[src/rtl/alu_issue_queue.sv]
// Issue queue in front of a combinational 32-bit ALU: a DEPTH-entry request FIFO plus a registered result slot.
// Optional ALU_ISSUE_FLAGS_EN adds registered out_zero/out_neg result flags.
module alu_issue_queue #(
    parameter int DEPTH = 4,
    parameter int TAG_W = 4
) (
    input  logic             clk,
    input  logic             rst_n,
    input  logic             in_valid,
    output logic             in_ready,
    input  logic [31:0]      in_a,
    input  logic [31:0]      in_b,
    input  logic [3:0]       in_inst,
    input  logic             in_sel,
    input  logic [TAG_W-1:0] in_tag,
    output logic [31:0]      alu_a,
    output logic [31:0]      alu_b,
    output logic [3:0]       alu_inst,
    output logic             alu_sel,
    input  logic [31:0]      alu_z,
    output logic             out_valid,
    input  logic             out_ready,
`ifdef ALU_ISSUE_FLAGS_EN
    output logic             out_zero,
    output logic             out_neg,
`endif
    output logic [31:0]      out_z,
    output logic [TAG_W-1:0] out_tag
);

    localparam int AW = $clog2(DEPTH);
    localparam int CW = AW + 1;
    localparam logic [CW-1:0] FULL = CW'(DEPTH);

    typedef struct packed {
        logic [31:0]      a;
        logic [31:0]      b;
        logic [3:0]       inst;
        logic             sel;
        logic [TAG_W-1:0] tag;
    } entry_t;

    entry_t          mem_q [DEPTH];
    entry_t          head;
    logic [AW-1:0]   wptr_q, wptr_d;
    logic [AW-1:0]   rptr_q, rptr_d;
    logic [CW-1:0]   count_q, count_d;
    logic            out_valid_q;
    logic [31:0]     out_z_q;
    logic [TAG_W-1:0] out_tag_q;
    logic            not_empty;
    logic            push;
    logic            pop;

    assign not_empty = (count_q != '0);
    // in_ready depends only on the registered count, never on out_ready.
    assign in_ready  = (count_q != FULL);
    assign push      = in_valid & in_ready;
    assign pop       = not_empty & (~out_valid_q | out_ready);
    assign head      = mem_q[rptr_q];

    assign alu_a    = not_empty ? head.a    : '0;
    assign alu_b    = not_empty ? head.b    : '0;
    assign alu_inst = not_empty ? head.inst : '0;
    assign alu_sel  = not_empty ? head.sel  : 1'b0;

    always_comb begin
        wptr_d  = push ? wptr_q + AW'(1) : wptr_q;
        rptr_d  = pop  ? rptr_q + AW'(1) : rptr_q;
        count_d = count_q;
        case ({push, pop})
            2'b10:   count_d = count_q + CW'(1);
            2'b01:   count_d = count_q - CW'(1);
            default: count_d = count_q;
        endcase
    end

    // Storage carries no reset; stale contents are never visible because alu_* are gated by count.
    always_ff @(posedge clk) begin
        if (push) begin
            mem_q[wptr_q] <= '{a: in_a, b: in_b, inst: in_inst, sel: in_sel, tag: in_tag};
        end
    end

    always_ff @(posedge clk or negedge rst_n) begin
        if (!rst_n) begin
            wptr_q      <= '0;
            rptr_q      <= '0;
            count_q     <= '0;
            out_valid_q <= 1'b0;
            out_z_q     <= '0;
            out_tag_q   <= '0;
        end else begin
            wptr_q  <= wptr_d;
            rptr_q  <= rptr_d;
            count_q <= count_d;
            if (pop) begin
                out_valid_q <= 1'b1;
                out_z_q     <= alu_z;
                out_tag_q   <= head.tag;
            end else if (out_ready) begin
                out_valid_q <= 1'b0;
            end
        end
    end

`ifdef ALU_ISSUE_FLAGS_EN
    logic out_zero_q;
    logic out_neg_q;

    always_ff @(posedge clk or negedge rst_n) begin
        if (!rst_n) begin
            out_zero_q <= 1'b0;
            out_neg_q  <= 1'b0;
        end else if (pop) begin
            out_zero_q <= (alu_z == 32'd0);
            out_neg_q  <= alu_z[31];
        end
    end

    assign out_zero = out_zero_q;
    assign out_neg  = out_neg_q;
`endif

    assign out_valid = out_valid_q;
    assign out_z     = out_z_q;
    assign out_tag   = out_tag_q;

endmodule
[config.mk]
export PLATFORM = sky130hd
export DESIGN_NAME = alu_issue_queue
export DESIGN_NICKNAME = d
export VERILOG_FILES = /design/src/rtl/alu_issue_queue.sv
export SDC_FILE = /design/constraint.sdc
export NUM_CORES = 1
export LEC_CHECK = 0
export BUFFER_PORTS_ARGS = -buffer_cell sky130_fd_sc_hd__buf_4
export CORE_MARGIN = 8
export CORE_UTILIZATION = 35
export CTS_CLUSTER_SIZE = 40
export DETAILED_ROUTE_END_ITERATION = 10
export GPL_TIMING_DRIVEN = 0
export PLACE_DENSITY_LB_ADDON = 0.15
export SYNTH_ARGS = -nofsm -noshare
export SYNTH_HDL_FRONTEND = slang
export SYNTH_SLANG_ARGS = --single-unit
[constraint.sdc]
create_clock -name clk -period 3.2 [get_ports clk]
set_input_delay 0.16 -clock clk [delete_from_list [all_inputs] [get_ports clk]]
set_output_delay 0.16 -clock clk [all_outputs]
set_load 0.02 [all_outputs]
### Yosys cells after proc, flatten, opt, wreduce, memory -nomap -nowiden

Memories as Yosys holds them, arrays and structs flattened.
Index checks and enable logic that the tools add are counted.

| storage, ports and cells | value |
|---|---|
| register bits after elaboration | 44 |
| bits in writable memories | 292 |
| input port bits | 109 |
| output and inout port bits | 107 |
| logic and storage cells | 30 |
| memories kept | 1 |

Memories:

| name | depth | width | rd ports | clocked after Yosys merged registers in | write ports | line | source |
|---|---|---|---|---|---|---|---|
| mem_q | 4 | 73 | 1 | 0 | 1 | 43 | `entry_t mem_q [DEPTH];` |

| cells by class | value |
|---|---|
| add/sub/neg operators | 4 |
| equality and inequality tests | 3 |
| multiplexer cells | 9 |
| bitwise operators | 4 |
| reductions and logical operators | 3 |

Operator list:

| kind | count |
|---|---|
| $mux W32 | 2 |
| $pmux W3 S2 | 1 |
| $mux W1 | 5 |
| $add A2 B1 Y2 const B | 2 |
| $mux W4 | 1 |
| $reduce_bool A2 Y1 | 2 |
| $add A3 B1 Y3 const B | 1 |
| $ne A3 B3 Y1 const B | 1 |
| $reduce_bool A3 Y1 | 1 |
| $sub A3 B1 Y3 const B | 1 |
| $and A1 B1 Y1 | 2 |
| $eq A2 B1 Y1 const B | 1 |
| $eq A2 B2 Y1 const B | 1 |
| $not A1 Y1 | 1 |
| $or A1 B1 Y1 | 1 |

### Longest topological paths before layout

Gate-level depths: netlist of run 1.

| depth | value |
|---|---|
| word-level depth | 5 |
| depth in mapped cells | 10 |

### Worst setup path after synthesis of run 1

OpenSTA, ideal clock, no wires.

| timing path | value |
|---|---|
| path kind | register to register |
| start | register count_q[2] |
| end | memory mem_q[0][0] (netlist bit) (enable) |
| setup time | 440 ps |
| arrival time | 2551 ps |
| required time | 2760 ps |
| setup slack | 209 ps |
| cell stages (with the launch flop) | 3 |
| path buffers | 0 |
| period minus slack after synthesis | 2991 ps |
| cell sequence | dfrtp_1 > or3b_1 > and3_1 |

| on the way | value |
|---|---|
| cells in the longest elaborated chain, start to end | 4 |

RTL lines:

| what | line | source |
|---|---|---|
| from (decl) | 47 | `logic [CW-1:0] count_q, count_d;` |
| from (signal assigned) | 96 | `count_q <= count_d;` |
| $ne A3 B3 Y1 | 57 | `assign in_ready = (count_q != FULL);` |
| net in_ready | 10 | `output logic in_ready,` |
| $and A1 B1 Y1 | 58 | `assign push = in_valid & in_ready;` |
| $mux W1 | 80 | `if (push) begin` |
| $mux W1 (not written as such) | 81 | `mem_q[wptr_q] <= '{a: in_a, b: in_b, inst: in_inst, sel: in_sel, tag: in_tag};` |
| to (decl) | 43 |  |

The timed path passes the listed nets, and every way through them passes these cells.

### Worst setup path after layout of run 1

| timing path | value |
|---|---|
| start | register count_q[0] |
| end | output port alu_b[28] |

| on the way | value |
|---|---|
| cells in the longest elaborated chain, start to end | 2 |

RTL lines:

| what | line | source |
|---|---|---|
| $reduce_bool A3 Y1 | 55 | `assign not_empty = (count_q != '0);` |
| $mux W32 | 63 | `assign alu_b = not_empty ? head.b : '0;` |
| to (decl) | 17 | `output logic [31:0] alu_b,` |

No other way between the ends.

==> PnR_summary.wiki, run 1 <==
{| class="wikitable"
! Metric !! Value
|-
| Critical path peak fanout || 10
|-
| Run status || complete, no violations
|-
| Max-slew violation total from the final report || 0
|-
| Number of DRC violations after detailed routing || 0
|-
| CP required || between 3000 and 4000 ps
|-
| CTS Buffer Depth || 3
|-
| Die Y-Extent || around 210 um
|-
| Total gr overflow || 0
|-
| Setup violators final || 0
|-
| Dominant cells by area after synthesis || edfxtp_1 (68%), mux4_2 (13%), dfrtp_1 (8.6%)
|-
| Mean area per synthesized cell || about 22 um^2
|-
| Level count of the clock H-tree || 2
|-
| Total I/O pin count || 216
|-
| Top post-synthesis cells by count || edfxtp_1 (292), mux4_2 (73), nor2b_1 (69)
|-
| Post-synthesis sequential element count || 336
|-
| Proportion of register bits with asynchronous set or reset after synthesis || 13.1%
|-
| Post-Synthesis Net Count || 688
|-
| Postcts setup bufs || 0
|-
| Number of global-route vias before repair || between 7,000 and 8,000
|-
| Setup slack at placement || 605 ps
|-
| Peak clock frequency supported by timing || 352 MHz
|-
| Final net count || about 1,100
|-
| Yosys warning total || 0
|-
| Post-DR wirelength/cell || around 20 um
|-
| Cts repair resizes || 0
|-
| Later-pin clock latency in the skew report || 530 ps
|-
| Unique masters post-synth || 25
|-
| Period utilisation layout || 88.7%
|-
| Synth Flop Type || edfxtp_1
|-
| Number of inserted filler cells in the final layout || 3,065
|-
| Most frequent cell after synthesis || edfxtp_1
|-
| Std-Cell Core Area || between 30,000 and 40,000 um^2
|-
| Number of violations of the max-capacitance limit || 0
|-
| Kind of critical path || reg -> out
|-
| Final WS setup || 362 ps
|-
| Smallest hold slack || between 150 and 200 ps
|-
| Global-route wire length before repair || about 45 mm
|-
| Floorplan die width || 208 um
|-
| Hold buffers post-CTS || 108
|-
| Unrepaired setup endpoints after global routing || false
|-
| Cell area after placement || 15,200 um^2
|-
| # port buffers || about 220
|-
| CTS sink cnt || roughly 340
|-
| Hold violation count in the final report || 0
|-
| Critical Path End Type || output port
|-
| Crit path arrival time || ~2700 ps
|-
| Floorplan row count || 70
|-
| Cells along the critical path || nor3_4 > clkbuf_1 > nor2b_1 > buf_4
|-
| Final weighted congestion in routability-driven placement || 0.727
|-
| Initial standard-cell utilization of the core || 35.3%
|-
| Via count normalized by instance count || 4.63
|-
| Number of vias after detailed routing || ~6,600
|-
| Crit-path slowest cell || nor3_4
|-
| Final Skew || 10.0 ps
|-
| Max VDD drop || a little under 0.7 mV
|-
| Hold WC Path Type || in -> async
|-
| Power consumption || 16,600 uW
|-
| Area used by multi-input combinational logic || 2820 um^2
|-
| Synth Cell Area || between 10,000 and 15,000 um^2
|-
| TritonCTS clock tree || built
|-
| Startpoint kind of the worst setup timing path || flip-flop
|-
| Final HPWL from detailed placement || roughly 18 mm
|-
| Cell leakage power || 0.00638 uW
|-
| Clock buffers created by TritonCTS || 38
|-
| Final wirelength || 28.8 mm
|-
| Min Clock Period, post-route || 2840 ps
|-
| Yosys top cell area share || 68.2%
|-
| Worst slew pin tran || approximately 800 ps
|-
| Area taken by flip-flops and latches || approximately 10000 um^2
|-
| Worst slew margin || 45.2%
|-
| Sequential cell area fraction in the yosys report || 76.7%
|-
| DIE AREA || 43,100 um^2
|-
| Power density over the cells || 956 nW/um^2
|-
| Root buffer cell || clkbuf_16
|-
| Synth-to-Final Area Change || 35.2%
|-
| DRC violation total after the first TritonRoute iteration || 242
|-
| Layout cell share with drive strength beyond 1 || 41.8%
|-
| Biggest area consumer among synthesized cells || edfxtp_1
|-
| Residual antenna-violating net count after detailed routing || 0
|-
| Gate count after technology mapping || between 500 and 600
|-
| Number of enable-type register cells in the synthesized netlist || 292
|-
| Clock-pin slew on the worst setup and hold paths || 60 ps
|-
| Delay of the slowest critical-path stage || 700 ps
|-
| Router iterations before antenna repair || 4
|-
| Initial antenna violation count || 1
|-
| GRT Overall Usage || 13.5%
|-
| Pin count of the biggest net entering global routing || 45
|-
| Final Instance Area || 17,400 um^2
|}
[critical path, delay by kind of cell (launching register included)]
kind                   cells  cell delay, ps
and+or+nand+nor            2             890
DFF                        1             440
buffers and inverters      2             820
[cell families (layout without fill, tap and decap cells)]
group         count (synthesis)  count (layout)  share of synthesized area, %
flops                       336             336                          76.7
mux                         111             111                          16.7
simple gates                 81              81                          4.05
buf+inv                      33             424                          1.53
fa+ha+maj                     6               6                         0.642
xor+xnor                      6               6                         0.409
other cells                   0               1                             0
[metrics by stage]
step	std cells	util [%]	setup TNS, ps
3_3_place_gp	1256	41.3	-364870
2_1_floorplan	573	-	0
6_report	1433	47.7	0
4_1_cts	1432	47.7	0
3_5_place_dp	1260	41.7	0
5_1_grt	1433	47.7	0
[layer usage]
layer  track usage [%]  part of all wire [%]  vias to the layer above
met3              3.96                   6.3                       42
li1                  -                     -                     3020
met2              23.2                    50                      179
met4              4.85                   2.3                        0
met5                 0                     0                        -
met1              16.0                    42                     3391
[power breakdown]
group | leakage, uW | internal [uW] | total, uW | switching [uW]
Clock | 0.000548 | 2310 | 3920 | 1620
Sequential | 0.00319 | 5850 | 6130 | 289
Combinational | 0.00265 | 3080 | 6570 | 3490
Total | 0.00638 | 11200 | 16600 | 5400
[placed cells by master, fill, tap and decap left out, types with 2 or more instances in the layout]
cell	Yosys	routed
clkbuf_1	8	18
mux4_2	73	73
clkinv_2	0	6
inv_1	6	6
mux2_4	19	19
buf_16	0	4
dfrtp_1	44	44
xor2_1	3	3
clkbuf_16	0	39
nor2b_1	69	69
dlygate4sd3_1	0	108
xnor2_1	3	3
buf_6	7	7
buf_4	2	217
mux2_2	18	18
inv_6	0	2
buf_2	10	10
and3_4	0	4
edfxtp_1	292	292
clkinv_1	0	6
ha_1	5	5
[cell type report]
cell class              instances  share of cell area [%]
diodes                          1                  0.0144
plain buffers                  27                    1.00
clock buffers                  49                    5.83
clock inverters                15                   0.576
inverters                       6                   0.130
multi-input cells             204                    16.2
flip-flops and latches        336                    56.8
well taps                     468                    3.37
repair buffers                327                    16.1
[path summary, 6_finish.rpt]
kind	from	to	slack, ps	depth (start not counted)
max reg2reg	count_q[0]	count_q[2]	670	10
min reg2reg	out_z[0]	out_z[0]	510	1
max in group asynchronous	rst_n	count_q[0]	2640	2
max	count_q[0]	alu_b[28]	360	4
min in group clk	in_a[30]	mem_q[2][71]	370	2
min	rst_n	count_q[2]	180	2
[flip-flops by register name, summed over array words and instances (netlist names)]
register   flops
count_q        3
out_tag        4
wptr_q         2
out_valid      1
mem_q        292
out_z         32
rptr_q         2
Note: power is estimated with default switching activity, not from simulation.
==> run 2, diff against run 1 <==
--- a/config.mk
+++ b/config.mk
@@ -6,12 +6,14 @@
 export NUM_CORES = 1
 export LEC_CHECK = 0
 export BUFFER_PORTS_ARGS = -buffer_cell sky130_fd_sc_hd__buf_4
+export CORE_ASPECT_RATIO = 0.9
 export CORE_MARGIN = 8
 export CORE_UTILIZATION = 35
 export CTS_CLUSTER_SIZE = 40
 export DETAILED_ROUTE_END_ITERATION = 10
 export GPL_TIMING_DRIVEN = 0
 export PLACE_DENSITY_LB_ADDON = 0.15
+export REMOVE_ABC_BUFFERS = 1
 export SYNTH_ARGS = -nofsm -noshare
 export SYNTH_HDL_FRONTEND = slang
 export SYNTH_SLANG_ARGS = --single-unit
==> run 2 against run 1 <==
Sequential share of layout area down 0.25 points. Highest routed layer unchanged. Utilization up 0.60 points. Cell area up 0.53%. Critical path type unchanged.
==> PnR_summary.wiki, run 2 (synthesis gave the netlist of run 1 again) <==
{| class="wikitable"
! Metric !! Value
|-
| Via count normalized by instance count || 4.64 (+0.33%)
|-
| Power share of the combinational group || 37.8% (-1.7 points)
|-
| Non-filler instance count after layout || 1,425 (-0.56%)
|-
| Length in cells of the worst reg-to-reg path || 6 (-4)
|-
| Floorplan die width || 218 um (+5.0%)
|-
| Residual antenna-violating net count after detailed routing || 0 (unchanged)
|-
| Later-pin clock latency in the skew report || 510 ps (-20 ps)
|-
| DIE AREA || 43,200 um^2 (about the same)
|-
| Sequential share of power || 38.1% (+1.2 points)
|-
| GRT Overall Usage || 13.2% (-0.33 points)
|-
| Number of vias after detailed routing || 6,617 (-0.23%)
|-
| Router iterations before antenna repair || 4 (unchanged)
|-
| Beginning of the critical path || rptr_q[0]
|-
| CTS Buffer Depth || 3 (unchanged)
|-
| Critical path peak fanout || 38 (+28)
|-
| Worst slew margin || 44.4% (-0.81 points)
|-
| Initial antenna violation count || 0 (-1)
|-
| Top library cells by usage in the layout, fill and taps aside || edfxtp_1 (292), buf_4 (215), dlygate4sd3_1 (108), mux4_2 (73), nor2b_1 (69)
|-
| Cts repair resizes || 0 (unchanged)
|-
| Setup violators final || 0 (unchanged)
|-
| Root buffer cell || clkbuf_16
|-
| Total gr overflow || 0 (unchanged)
|-
| Biggest register || mem_q
|-
| Switching power || 5380 uW (-0.42%)
|-
| P_int || 11,400 uW (+1.6%)
|-
| Worst slew pin tran || 834 ps (+14.9 ps)
|-
| Number of placed instances with taps included || 1,248 (-0.95%)
|-
| Hold buffers post-CTS || 108 (unchanged)
|-
| Clock-pin slew on the worst setup and hold paths || 60 ps (about the same)
|-
| Final HPWL from detailed placement || 17.6 mm (-3.9%)
|-
| DRC violation total after the first TritonRoute iteration || 246 (+1.7%)
|-
| Unrepaired setup endpoints after global routing || false
|-
| Kind of critical path || reg -> out
|-
| Postcts setup bufs || 0 (unchanged)
|-
| Clock group share of total power || 24.1% (+0.5 points)
|-
| # port buffers || 215 (unchanged)
|-
| Min Clock Period, post-route || 2910 ps (+74.2 ps)
|-
| Clock buffers created by TritonCTS || 37 (-2.6%)
|-
| Final net count || 1,034 (-2.0%)
|-
| Synth-to-Final Area Change || 35.9%
|-
| Cell leakage power || 0.00639 uW (+0.22%)
|-
| Reg2Reg Launch Point || count_q[0]
|-
| Run status || complete, no violations
|-
| Startpoint kind of the worst setup timing path || flip-flop
|-
| Most common cell after layout, fill and taps aside || edfxtp_1
|-
| Number of DRC violations after detailed routing || 0 (unchanged)
|-
| Flip-flop count of the largest register after layout || 292 (unchanged)
|-
| End point of the critical path || alu_b[10]
|-
| Final weighted congestion in routability-driven placement || 0.719 (-1.1%)
|-
| CTS sink cnt || 336 (unchanged)
|-
| Total I/O pin count || 216 (unchanged)
|-
| Pin count of the biggest net entering global routing || 45 (unchanged)
|-
| Register-to-Register Setup Slack || 890 ps (+220 ps)
|-
| Critical Path End Type || output port
|-
| Std-Cell Core Area || 36,200 um^2 (-0.73%)
|-
| Switching power share of the total || 32.0% (-0.45 points)
|-
| Period utilisation layout || 91.0% (+2.3 points)
|-
| Layout cell share with drive strength beyond 1 || 41.9% (+0.12 points)
|-
| Max-slew violation total from the final report || 0 (unchanged)
|-
| Power density over the cells || 960 nW/um^2 (+0.44%)
|-
| Worst R2R End || count_q[1]
|-
| Peak clock frequency supported by timing || 343 MHz (-2.5%)
|-
| Floorplan row count || 66 (-5.7%)
|-
| Initial standard-cell utilization of the core || 35.6% (+0.26 points)
|-
| Max VDD drop || 0.531 mV (-22%)
|-
| Number of violations of the max-capacitance limit || 0 (unchanged)
|-
| Number of global-route vias before repair || 7,595 (-1.3%)
|-
| Final wirelength || 28.6 mm (-0.97%)
|-
| Hold WC Path Type || in -> async
|-
| Global-route wire length before repair || 44.3 mm (-1.9%)
|-
| Hold violation count in the final report || 0 (unchanged)
|-
| Post-DR wirelength/cell || 20.0 um (-0.42%)
|-
| CP required || 3040 ps (about the same)
|-
| Level count of the clock H-tree || 2 (unchanged)
|-
| Die Y-Extent || 198 um (-4.7%)
|-
| Final Skew || 16.4 ps (+6.40 ps)
|-
| TritonCTS clock tree || built
|-
| Power consumption || 16,800 uW (+0.97%)
|-
| Crit path arrival time || 2750 ps (+70 ps)
|}
run 2: cell types whose count changed in the layout (fill, tap and decap cells not counted), sizes merged:
| cell | change |
|---|---|
| inv | -1 |
| clkbuf | -6 |
| diode | +1 |
| clkinv | +1 |
| bufinv | +1 |
| buf | -12 |
run 2: routing by layer:
| layer | vias up | routed length (um) | track usage [%] |
|---|---|---|---|
| met5 | - | 0 | 0 |
| met4 | 0 | 452 | 3.70 |
| met3 | 37 | 1440 | 3.28 |
| met2 | 147 | 14900 | 23.2 |
| met1 | 3444 | 11700 | 16.0 |
| li1 | 2989 | - | - |
run 2: per-stage QoR:
| step | area, um^2 | hold WS [ps] | utilization, % | setup slack (ps) | TNS [ps] |
|---|---|---|---|---|---|
| final | 17500 | 203 | 48.3 | 288 | 0 |
| after global routing | 17500 | 223 | 48.3 | 28.9 | 0 |
| after global placement | 14900 | 182 | 41.2 | -3100 | -653270 |
| after floorplan | 12700 | -136 | - | -766 | -55610 |
| after detailed placement | 15200 | 204 | 42.1 | 725 | 0 |
| after CTS | 17500 | 195 | 48.3 | 145 | 0 |
run 2: worst min-delay path by stage:
stage            endpoint  slack (ps)  cells past startpoint
2_1_floorplan  count_q[0]        -140                      0
3_3_place_gp    out_z[21]         180                      1
3_5_place_dp    out_z[21]         200                      1
4_1_cts         out_valid         200                      2
5_1_grt          out_z[0]         220                      2
6_report        out_z[21]         200                      2
run 2: layout make-up:
cell class              instances  area (um^2)
clock buffers                  51         1040
repair buffers                334         2990
fillers                      3048        18700
well taps                     476          596
multi-input cells             204         2820
clock inverters                16          128
diodes                          2         5.00
inverters                       6         22.5
flip-flops and latches        336         9880
run 2: power by group through the flow:
stage	sequential, uW	combinational [uW]	clock (uW)
detailed placement	6520	6390	0
finish	6400	6340	4050
floorplan	6770	3420	0
global placement	6760	5760	0
CTS	6440	6530	4180
global route	6530	6810	4330
run 2: worst max-delay path: stages, from the launching register on:
cell and delay [ps]:
dfrtp_4 960, buf_16 350, mux4_2 560, nor2b_1 170, buf_4 160
==> run 3, diff against run 2 <==
--- a/config.mk
+++ b/config.mk
@@ -12,7 +12,7 @@
 export CTS_CLUSTER_SIZE = 40
 export DETAILED_ROUTE_END_ITERATION = 10
 export GPL_TIMING_DRIVEN = 0
-export PLACE_DENSITY_LB_ADDON = 0.15
+export PLACE_DENSITY = 0.51
 export REMOVE_ABC_BUFFERS = 1
 export SYNTH_ARGS = -nofsm -noshare
 export SYNTH_HDL_FRONTEND = slang
==> run 3 against run 2 <==
Maximum frequency shrank 1.5%. Hold slack worse by 17 ps. Cell area is essentially flat. Combinational power about the same. First-iteration DRC count is 24% higher. Worst setup slack lost 43 ps. Sequential share of layout area about the same. Critical path depth is the same. Clock-buffer cell count decreased by 6. Critical endpoint is now alu_b[9]. Largest cell class unchanged. Largest power group unchanged.
==> PnR_summary.wiki, run 3 (synthesis gave the netlist of run 1 again) <==
{| class="wikitable"
! Metric !! Value
|-
| Level count of the clock H-tree || 2 (unchanged)
|-
| Setup total negative slack || 0 ps (unchanged)
|-
| Clock buffers created by TritonCTS || 37 (unchanged)
|-
| Setup violators final || 0 (unchanged)
|-
| Min Clock Period, post-route || 2960 ps (+43.5 ps)
|-
| Via count normalized by instance count || 4.67 (+0.62%)
|-
| Top library cells by usage in the layout, fill and taps aside || edfxtp_1 (292), buf_4 (215), dlygate4sd3_1 (108), mux4_2 (73), nor2b_1 (69)
|-
| GRT Overall Usage || 13.5% (+0.28 points)
|-
| Final net count || 1,034 (unchanged)
|-
| Max VDD drop || 0.721 mV (+36%)
|-
| Residual antenna-violating net count after detailed routing || 0 (unchanged)
|-
| Most common cell after layout, fill and taps aside || edfxtp_1
|-
| Postcts setup bufs || 0 (unchanged)
|-
| Initial standard-cell utilization of the core || 35.6% (unchanged)
|-
| Final wirelength || 28.8 mm (+1.0%)
|-
| Die Y-Extent || 198 um (unchanged)
|-
| Total gr overflow || 0 (unchanged)
|-
| Post-DR wirelength/cell || 20.2 um (+1.0%)
|-
| # port buffers || 215 (unchanged)
|-
| Clock-pin slew on the worst setup and hold paths || 60 ps (about the same)
|-
| CTS sink cnt || 336 (unchanged)
|-
| CTS Buffer Depth || 3 (unchanged)
|-
| Biggest register || mem_q
|-
| Run status || complete, no violations
|-
| Worst slew margin || 43.5% (-0.84 points)
|-
| Root buffer cell || clkbuf_16
|-
| Number of inserted filler cells in the final layout || 3,040 (-0.26%)
|-
| TritonCTS clock tree || built
|-
| Crit path arrival time || 2800 ps (+50 ps)
|-
| Max-slew violation total from the final report || 0 (unchanged)
|-
| Period utilisation layout || 92.4% (+1.4 points)
|-
| Flip-flop count of the largest register after layout || 292 (unchanged)
|-
| Unrepaired setup endpoints after global routing || false
|-
| Cell leakage power || 0.00639 uW (about the same)
|-
| Critical Path End Type || output port
|-
| Number of vias after detailed routing || 6,658 (+0.62%)
|-
| Critical path peak fanout || 39 (+2.6%)
|-
| Power consumption || 16,900 uW (+0.56%)
|-
| Final Skew || 17.7 ps (+1.28 ps)
|-
| Router iterations before antenna repair || 5 (+1)
|-
| Number of violations of the max-capacitance limit || 0 (unchanged)
|-
| Final HPWL from detailed placement || 17.8 mm (+0.94%)
|-
| Worst slew pin tran || 847 ps (+12.6 ps)
|-
| Global-route wire length before repair || 44.8 mm (+1.1%)
|-
| CP required || 3040 ps (about the same)
|-
| Number of global-route vias before repair || 7,641 (+0.61%)
|-
| DRC violation total after the first TritonRoute iteration || 305 (+24%)
|-
| Number of DRC violations after detailed routing || 0 (unchanged)
|-
| Length in cells of the worst reg-to-reg path || 8 (+2)
|-
| Hold violation count in the final report || 0 (unchanged)
|-
| Total I/O pin count || 216 (unchanged)
|-
| Initial antenna violation count || 0 (unchanged)
|-
| Cts repair resizes || 0 (unchanged)
|-
| Later-pin clock latency in the skew report || 520 ps (about the same)
|-
| DIE AREA || 43,200 um^2 (unchanged)
|-
| Hold WC Path Type || in -> async
|-
| Floorplan row count || 66 (unchanged)
|-
| Std-Cell Core Area || 36,200 um^2 (unchanged)
|-
| Floorplan die width || 218 um (unchanged)
|-
| Peak clock frequency supported by timing || 338 MHz (-1.5%)
|-
| Final weighted congestion in routability-driven placement || 0.720 (about the same)
|-
| Synth-to-Final Area Change || 36.0% (about the same)
|-
| Startpoint kind of the worst setup timing path || flip-flop
|-
| Kind of critical path || reg -> out
|-
| Power density over the cells || 965 nW/um^2 (+0.48%)
|-
| Pin count of the biggest net entering global routing || 49 (+8.9%)
|-
| Layout cell share with drive strength beyond 1 || 42.0% (+0.11 points)
|}
-- run 3: cell count changes in the layout (fill, tap and decap cells not counted), sizes merged --
| cell | before | now |
|---|---|---|
| bufinv | 2 | 3 |
| clkinvlp | 0 | 2 |
| clkbuf | 51 | 45 |
| clkinv | 13 | 16 |
-- run 3: timing repair --
action	CTS	global route
hold buffers	108	0
endpoints found under the setup margin	0	0
endpoints found under the hold margin	370	0
-- run 3: stage by stage --
step | setup slack (ps) | instance area [um^2] | utilization, % | cells | hold WS (ps)
final | 244 | 17500 | 48.4 | 1425 | 186
after global routing | 14.1 | 17500 | 48.4 | 1423 | 213
after CTS | 102 | 17500 | 48.4 | 1423 | 185
after detailed placement | 702 | 15200 | 42.1 | 1248 | 201
after global placement | -3160 | 14900 | 41.2 | 1237 | 182
after floorplan | -766 | 12700 | - | 546 | -136
-- run 3: critical path, cell delays in order, from the launching register on --
cell,delay (ps)
dfrtp_4,990
buf_16,360
mux4_2,560
nor2b_1,170
buf_4,160
-- run 3: area by class of cell --
class                   count  area, um^2  share of cell area, %
repair buffers            334        2980                   17.0
clock buffers              45        1010                   5.76
clock inverters            22         186                   1.07
flip-flops and latches    336        9880                   56.5
diodes                      2        5.00                 0.0286
inverters                   6        22.5                  0.129
well taps                 476         596                   3.40
multi-input cells         204        2820                   16.1
-- run 3: worst paths after layout --
check	from	endpoint	slack (ps)
setup reg to reg	count_q[0]	count_q[2]	820
min in group clk	in_b[13]	mem_q[2][22]	380
hold reg to reg	out_z[28]	out_z[28]	510
hold / removal	rst_n	out_z[29]	190
setup / recovery	rptr_q[0]	alu_b[9]	240
max in group asynchronous	rst_n	rptr_q[1]	2570
-- run 3: routing by layer --
metal  share of wire [%]  GRT usage, %  wire length (um)
met5                   0             0                 0
met4                 2.4          4.33               688
met3                 5.2          3.71              1500
met2                  52          23.6             15000
met1                  41          15.9             11700
-- run 3: power by group --
group	internal (uW)	switching (uW)	total (uW)
Sequential	5850	555	6400
Clock	2480	1650	4140
Combinational	3120	3230	6350
Total	11400	5440	16900
